`src/rtl/ram2vga.sv`:
```
// rtl/ram2vga.sv - VGA timing generator and 2x-scaled reader for the 100x100 display buffer
// Incremental address generation feeding a 3-stage pipeline: address, RAM read, output register.
module ram2vga #(
   parameter int H_ACTIVE = 640,
   parameter int H_FP     = 16,
   parameter int H_SYNC   = 96,
   parameter int H_BP     = 48,
   parameter int V_ACTIVE = 480,
   parameter int V_FP     = 10,
   parameter int V_SYNC   = 2,
   parameter int V_BP     = 33,
   parameter int WIN_X    = 220,
   parameter int WIN_Y    = 140,
   parameter int WIN_W    = 100,
   parameter int WIN_H    = 100
) (
   input  logic        sysclk,
   input  logic        resetn,
   output logic [15:0] rdaddr,
   input  logic [2:0]  q,
   output logic        hs,
   output logic        vs,
   output logic        de,
   output logic [2:0]  vga_r,
   output logic [2:0]  vga_g,
   output logic [2:0]  vga_b,
   output logic        frame_tick
);

   localparam logic [9:0]  H_LAST   = 10'(H_ACTIVE + H_FP + H_SYNC + H_BP - 1);
   localparam logic [9:0]  V_LAST   = 10'(V_ACTIVE + V_FP + V_SYNC + V_BP - 1);
   localparam logic [9:0]  H_VIS    = 10'(H_ACTIVE);
   localparam logic [9:0]  V_VIS    = 10'(V_ACTIVE);
   localparam logic [9:0]  HS_FIRST = 10'(H_ACTIVE + H_FP);
   localparam logic [9:0]  HS_LAST  = 10'(H_ACTIVE + H_FP + H_SYNC - 1);
   localparam logic [9:0]  VS_FIRST = 10'(V_ACTIVE + V_FP);
   localparam logic [9:0]  VS_LAST  = 10'(V_ACTIVE + V_FP + V_SYNC - 1);
   localparam logic [9:0]  WX_FIRST = 10'(WIN_X);
   localparam logic [9:0]  WX_LAST  = 10'(WIN_X + 2 * WIN_W - 1);
   localparam logic [9:0]  WY_FIRST = 10'(WIN_Y);
   localparam logic [9:0]  WY_LAST  = 10'(WIN_Y + 2 * WIN_H - 1);
   localparam logic [13:0] ROW_STEP = 14'(WIN_W);

   logic [9:0]  h_cnt_q, h_cnt_d, v_cnt_q, v_cnt_d;
   logic [6:0]  col_q, col_d;
   logic [13:0] row_base_q, row_base_d;
   logic        hphase_q, hphase_d, vphase_q, vphase_d;
   logic [15:0] rdaddr_q, rdaddr_d;
   logic        win1_q, vis1_q, hs1_q, vs1_q;
   logic        win2_q, vis2_q, hs2_q, vs2_q;
   logic [2:0]  pix_q, pix_d;
   logic        de_q, hs_q, vs_q, tick_q, tick_d;
   logic        visible, hs_raw, vs_raw, in_win;

   assign visible = (h_cnt_q < H_VIS) && (v_cnt_q < V_VIS);
   assign hs_raw  = !((h_cnt_q >= HS_FIRST) && (h_cnt_q <= HS_LAST));
   assign vs_raw  = !((v_cnt_q >= VS_FIRST) && (v_cnt_q <= VS_LAST));
   assign in_win  = (h_cnt_q >= WX_FIRST) && (h_cnt_q <= WX_LAST) &&
                    (v_cnt_q >= WY_FIRST) && (v_cnt_q <= WY_LAST);

   always_comb begin
      h_cnt_d    = h_cnt_q + 10'd1;
      v_cnt_d    = v_cnt_q;
      col_d      = col_q;
      row_base_d = row_base_q;
      hphase_d   = hphase_q;
      vphase_d   = vphase_q;
      if (h_cnt_q == H_LAST) begin
         h_cnt_d = '0;
         v_cnt_d = (v_cnt_q == V_LAST) ? '0 : v_cnt_q + 10'd1;
      end
      // Each source pixel is shown twice per line and each source row on two lines.
      if (h_cnt_q == '0 && v_cnt_q == '0) begin
         col_d      = '0;
         row_base_d = '0;
         hphase_d   = 1'b0;
         vphase_d   = 1'b0;
      end else if (in_win) begin
         if (h_cnt_q == WX_LAST) begin
            col_d    = '0;
            hphase_d = 1'b0;
            vphase_d = !vphase_q;
            if (vphase_q)
               row_base_d = row_base_q + ROW_STEP;
         end else begin
            hphase_d = !hphase_q;
            if (hphase_q)
               col_d = col_q + 7'd1;
         end
      end
      rdaddr_d = in_win ? ({2'b00, row_base_q} + {9'd0, col_q}) : rdaddr_q;
   end

   always_comb begin
      pix_d  = (win2_q && vis2_q) ? q : 3'd0;
      tick_d = !vs2_q && vs_q;
   end

   always_ff @(posedge sysclk or negedge resetn) begin
      if (!resetn) begin
         h_cnt_q    <= '0;
         v_cnt_q    <= '0;
         col_q      <= '0;
         row_base_q <= '0;
         hphase_q   <= 1'b0;
         vphase_q   <= 1'b0;
         rdaddr_q   <= '0;
         win1_q     <= 1'b0;
         vis1_q     <= 1'b0;
         hs1_q      <= 1'b1;
         vs1_q      <= 1'b1;
         win2_q     <= 1'b0;
         vis2_q     <= 1'b0;
         hs2_q      <= 1'b1;
         vs2_q      <= 1'b1;
         pix_q      <= '0;
         de_q       <= 1'b0;
         hs_q       <= 1'b1;
         vs_q       <= 1'b1;
         tick_q     <= 1'b0;
      end else begin
         h_cnt_q    <= h_cnt_d;
         v_cnt_q    <= v_cnt_d;
         col_q      <= col_d;
         row_base_q <= row_base_d;
         hphase_q   <= hphase_d;
         vphase_q   <= vphase_d;
         rdaddr_q   <= rdaddr_d;
         win1_q     <= in_win;
         vis1_q     <= visible;
         hs1_q      <= hs_raw;
         vs1_q      <= vs_raw;
         win2_q     <= win1_q;
         vis2_q     <= vis1_q;
         hs2_q      <= hs1_q;
         vs2_q      <= vs1_q;
         pix_q      <= pix_d;
         de_q       <= vis2_q;
         hs_q       <= hs2_q;
         vs_q       <= vs2_q;
         tick_q     <= tick_d;
      end
   end

   assign rdaddr     = rdaddr_q;
   assign hs         = hs_q;
   assign vs         = vs_q;
   assign de         = de_q;
   assign vga_r      = pix_q;
   assign vga_g      = pix_q;
   assign vga_b      = pix_q;
   assign frame_tick = tick_q;

endmodule

```
`config.mk`:
```
export PLATFORM = sky130hd
export DESIGN_NAME = ram2vga
export DESIGN_NICKNAME = d
export VERILOG_FILES = /design/src/rtl/ram2vga.sv
export SDC_FILE = /design/constraint.sdc
export NUM_CORES = 1
export LEC_CHECK = 0
export ABC_AREA = 1
export BUFFER_PORTS_ARGS = -buffer_cell sky130_fd_sc_hd__buf_4
export CORE_AREA = 2 2 85 87
export DETAILED_ROUTE_END_ITERATION = 7
export DIE_AREA = 0 0 87 89
export GPL_TIMING_DRIVEN = 0
export PLACE_DENSITY = 0.8
export SLEW_MARGIN = 20
export SYNTH_ARGS = -nofsm -noshare
export SYNTH_HDL_FRONTEND = slang
export SYNTH_SLANG_ARGS = --single-unit
```
`constraint.sdc`:
```
create_clock -name sysclk -period 1.8 [get_ports sysclk]
set_input_delay 0.27 -clock sysclk [delete_from_list [all_inputs] [get_ports sysclk]]
set_output_delay 0.27 -clock sysclk [all_outputs]
set_load 0.03 [all_outputs]
```
# Word level (Yosys, flattened, before mapping)
# Index checks and enable logic that the tools add are counted.
# op_classes
eq_ne,3
n_addsub,5
reduce_logical,23
n_mux,17
magnitude_cmp,10
# ops
op,count
14-bit two-way mux,4
10-bit by 9-bit <= comparator with 1-bit output (second input constant),3
7-bit two-way mux,4
10-bit by 1-bit adder with 10-bit output (second input constant),2
10-bit == test (second input constant),2
10-bit by 8-bit >= comparator with 1-bit output (second input constant),2
10-bit logical NOT,2
10-bit two-way mux,2
14-bit by 7-bit adder with 15-bit output,1
14-bit by 7-bit adder with 14-bit output (second input constant),1
10-bit by 9-bit == test with 1-bit output (second input constant),1
10-bit >= comparator (second input constant),1
10-bit by 9-bit >= comparator with 1-bit output (second input constant),1
10-bit <= comparator (second input constant),1
10-bit less-than comparator (second input constant),1
10-bit by 9-bit less-than comparator with 1-bit output (second input constant),1
1-bit logical AND,9
7-bit by 1-bit adder with 7-bit output (second input constant),1
1-bit two-way mux,6
2-bit nonzero test,3
1-bit logical NOT,5
2-bit AND reduction,2
3-bit two-way mux,1
3-bit AND reduction,1
3-bit nonzero test,1
# word_totals
register_bits,74
in_bits,5
word_cells,78
out_inout_bits,29

# Logic depth before layout (Yosys ltp)
# depth
depth_word,6
depth_mapped,12
mapped_depth_nobuf,11

# Worst setup path before layout
# OpenSTA, ideal clock, no wires.
# synth_path
path_type,register to register
start,register col_q[3]
end,register rdaddr_q[8] (netlist: rdaddr[8])
n_path_buf,0
setup_slack_ns,0.194
path_stages_with_launch,9
setup_ns,0.117
arrival_ns,1.490
required_time_ns,1.683
cell_sequence,dfrtp_1 -> ha_1 -> a21oi_1 -> nand2_1 -> nand2_1 -> nand3_1 -> xor2_1 -> nand2_1 -> nand2_1
# synth_via
elab_chain_len,1
# synth_lines
item,line_no,source
"start, declared",45,"logic [6:0] col_q, col_d;"
"start signal, assigned",124,col_q <= col_d;
14-bit by 7-bit adder with 15-bit output,91,"rdaddr_d = in_win ? ({2'b00, row_base_q} + {9'd0, col_q}) : rdaddr_q;"
"end signal, assigned",128,rdaddr_q <= rdaddr_d;
"end, declared",48,"logic [15:0] rdaddr_q, rdaddr_d;"
# No other way between the ends.
# A chain may end at the register's enable or synchronous reset.

# Worst setup path in the final report
# layout_path
start,register v_cnt_q[9]
end,register row_base_q[10]
# layout_via
elab_chain_len,5
elab_cells_between_ends,11
cone_classes,order compare (2); mux (1); reduce/logical (8)
# layout_lines
item,line_no,source
"start, declared",44,"logic [9:0] h_cnt_q, h_cnt_d, v_cnt_q, v_cnt_d;"
"start signal, assigned",123,v_cnt_q <= v_cnt_d;
10-bit by 8-bit >= comparator with 1-bit output,59,(v_cnt_q >= WY_FIRST) && (v_cnt_q <= WY_LAST);
1-bit logical AND,58,assign in_win = (h_cnt_q >= WX_FIRST) && (h_cnt_q <= WX_LAST) &&
1-bit logical AND,59,
2-bit nonzero test (no line),--,
3-bit AND reduction (no line),--,
"end signal, assigned",125,row_base_q <= row_base_d;
"end, declared",46,"logic [13:0] row_base_q, row_base_d;"
# Parallel ways exist; a longest one is shown, timed or not.

==> flow_summary_export.csv <==
group,metric,value,unit
pwr,power_leakage,0.002428,uW
yosys,synthesis_warnings,0,
die,chipHeight,89,um
drt,finalWirelength,7.846,mm
die,boundaryPins,34,
die,rows,30,
drt,post_drt_wl_per_cell,11.89,um
clocking,clock_tree.buffer_depth,2,
die,floorplan.die.width,87,um
sta,worst_slew_margin_rel,0.4381,
die,core_area,6719,sq um
layout,layout.cells.most_common,"sky130_fd_sc_hd__nand2_1",
yosys,synth.largest_area_cell,"sky130_fd_sc_hd__dfrtp_1",
sta,finalSetupViolCount,0,
clocking,cts_tree,"built",
clocking,cts_hold_repair.buffers,0,
layout,num_antenna_cells,0,
sta,fin_skew,0.006726,ns
worst_setup_path,reg2reg_to,"row_base_q[10]$_DFFE_PN0P_",
layout,fillerInstances,557,
clocking,cts_buffers,9,
placement,placed_cells_incl_taps,643,
pwr,vdd.ir_drop.worst,0.3741,mV
layout,synthToLayoutAreaGrowth,14.70,%
global_routing,grt_usage,0.2220,
clocking,clk_latency,0.35,ns
die,floorplan.die_area,7743,sq um
yosys,synth.avg_cell_area,7.580,sq um
yosys,synthTopCellsByArea,"sky130_fd_sc_hd__dfrtp_1, sky130_fd_sc_hd__nand2_1, sky130_fd_sc_hd__nand3_1",
yosys,yosys_register_bits,71,
job,max-cap-violations,0,
worst_setup_path,crit_path_end_kind,"flip-flop",
yosys,synthesized_instance_count,530,
yosys,synth_cell_types,32,
layout,stdcell_area,4608,sq um
drt,routed_via_density,5.250,
worst_setup_path,worst-endpoint-arrival,1.91,ns
sta,finalHoldViolCount,0,
sta,final.setup.tns,0,ns
drt,route.detailed.drc,0,
layout,layout.cells.non_filler,660,
worst_setup_path,crit_path_start_kind,"flip-flop",
layout,post_route_cells_drive_above_1_share,0.1810,
clocking,numClockSinks,71,
layout,mostFrequentLayoutCells,"sky130_fd_sc_hd__nand2_1, sky130_fd_sc_hd__dfrtp_1, sky130_fd_sc_hd__inv_1",
pwr,cellPowerDensity,605.7,nW/um^2
clocking,htree_num_levels,3,
sta,min_period,1.668,ns
worst_setup_path,r2r.worst_path.cells,11,
drt,vias,3465,
die,initial_core_util,0.5980,
clocking,cts_root_buf,"sky130_fd_sc_hd__clkbuf_8",
drt,first_pass_iters,4,
layout,num-nets-final,592,
drt,drt_first_iter_violations,134,
sta,fin_worst_hold_slack,0.03532,ns
placement,placement.cell_area,4362,sq um
placement,gpl.final_weighted_congestion,0.8835,
sta,min_period_over_period,0.9268,
placement,post-dp-hpwl,5.758,mm
worst_setup_path,critical_path_peak_fanout,10,
sta,max_transition_viols_final,0,
hold_path,hold_class,"primary input to asynchronous set/reset pin",
global_routing,grt_max_degree,72,
global_routing,grt_pass1_vias,3138,
clocking,cts.clk_slew.worst_paths,0.08,ns
yosys,synth_top_area_frac,0.4049,
worst_setup_path,reg2reg_from,"v_cnt_q[9]$_DFFE_PN0N_",
yosys,synth_sequential_area_ratio,0.4441,
global_routing,antenna_violations_before_repair,0,
placement,place.port_buffers,32,
global_routing,grt_first_pass_wirelength,13.58,mm
worst_setup_path,critical_path_required,2.04,ns
global_routing,grt_overflow,0,
worst_setup_path,reg2reg_slack,0.13,ns
yosys,netlist_area_before_placement,4018,sq um
drt,detail-route-antenna-nets,0,
sta,max_freq,0.5995,GHz
worst_setup_path,setup.worst_path.class,"flip-flop to flip-flop",
status,outcome,"completed",
sta,max_slew.worst_pin.slew,0.8428,ns
==> cell families (layout without fill, tap and decap cells) <==
logic type,Yosys count,count (layout),share of synthesized area
simple gates,307,307,0.3298
compound gates,37,37,0.04952
buf+inv,80,129,0.09031
fa+ha+maj,12,12,0.03737
other cells,1,2,0.0009334
xor+xnor,22,22,0.04796
flops,71,71,0.4441
==> worst max-delay path, stage by stage (launching register included) <==
cell and delay (ns):
sky130_fd_sc_hd__dfrtp_2 0.45, sky130_fd_sc_hd__inv_2 0.12, sky130_fd_sc_hd__nand2_1 0.10, sky130_fd_sc_hd__nor2_1 0.13
sky130_fd_sc_hd__a21oi_1 0.08, sky130_fd_sc_hd__nor2_1 0.13, sky130_fd_sc_hd__nand2_2 0.09, sky130_fd_sc_hd__nand2_2 0.11
sky130_fd_sc_hd__nand2_2 0.08, sky130_fd_sc_hd__buf_6 0.15, sky130_fd_sc_hd__nand2_1 0.07, sky130_fd_sc_hd__nand2_1 0.05
==> layer usage <==
layer,track usage,routed length (um)
met5,0,0
met3,0.03786,327
met1,0.2803,3592
met2,0.3706,3706
met4,0.1108,220
==> registers in the layout, summed over array words and instances (netlist names), 3 cells and up <==
signal      count
col_q           7
h_cnt_q        10
rdaddr         15
vga_b           3
row_base_q     12
v_cnt_q        10
==> how the worst max path moves through the flow <==
| stage | from | to | slack [ns] | cells after the start |
|---|---|---|---|---|
| 3_5_place_dp | col_q[3]$_DFFE_PN0P_ | rdaddr[8]$_DFFE_PN0P_ | 0.03 | 8 |
| 3_3_place_gp | col_q[3]$_DFFE_PN0P_ | rdaddr[10]$_DFFE_PN0P_ | 0.04 | 9 |
| 5_1_grt | col_q[2]$_DFFE_PN0P_ | rdaddr[10]$_DFFE_PN0P_ | -0.05 | 9 |
| 2_1_floorplan | col_q[3]$_DFFE_PN0P_ | rdaddr[8]$_DFFE_PN0P_ | 0.19 | 8 |
| 4_1_cts | col_q[3]$_DFFE_PN0P_ | rdaddr[8]$_DFFE_PN0P_ | 0.02 | 8 |
| 6_report | v_cnt_q[9]$_DFFE_PN0N_ | row_base_q[10]$_DFFE_PN0P_ | 0.13 | 11 |
==> report_power, final <==
group | leakage, uW | switching [uW] | internal [uW]
sequential | 0.000893 | 0 | 1590
clock | 0.0000785 | 645 | 510
combinational | 0.00146 | 33.6 | 7.56
total | 0.00243 | 679 | 2110
==> area by class of cell <==
type	count	area [sq um]	area share
multi-input cells	380	1928	0.4184
well taps	80	100.1	0.02172
clock buffers	9	123.9	0.02688
inverters	63	236.5	0.05132
clock inverters	7	56.30	0.01222
flip-flops and latches	71	1789	0.3883
repair buffers	33	247.7	0.05376
plain buffers	17	126.4	0.02742
==> what timing repair did <==
item,CTS,global route
endpoints found under the hold margin,0,0
setup endpoints to repair,0,31
gates resized for setup,0,19
buffers inserted,0,1
==> through the flow <==
stage | util | total power [uW] | setup slack [ns]
floorplan | - | 1632 | 0.1938
global placement | 0.6492 | 1669 | 0.03937
detailed placement | 0.6492 | 1670 | 0.02736
CTS | 0.6760 | 2823 | 0.01940
global route | 0.6858 | 2887 | -0.04720
finish | 0.6858 | 2791 | 0.1318
==> cells in the mapped netlist, drive strengths merged <==
library cell	number
o21ai	22
nand2	165
nor3	12
conb	1
buf	17
nor2	56
dfrtp	65
nor3b	1
nand4	15
xnor2	4
or2	1
ha	12
nand3	54
o211ai	2
dfstp	6
xor2	18
nand3b	1
inv	63
nor4	2
a211oi	1
a21oi	11
o21bai	1
Note: power is estimated with default switching activity, not from simulation.
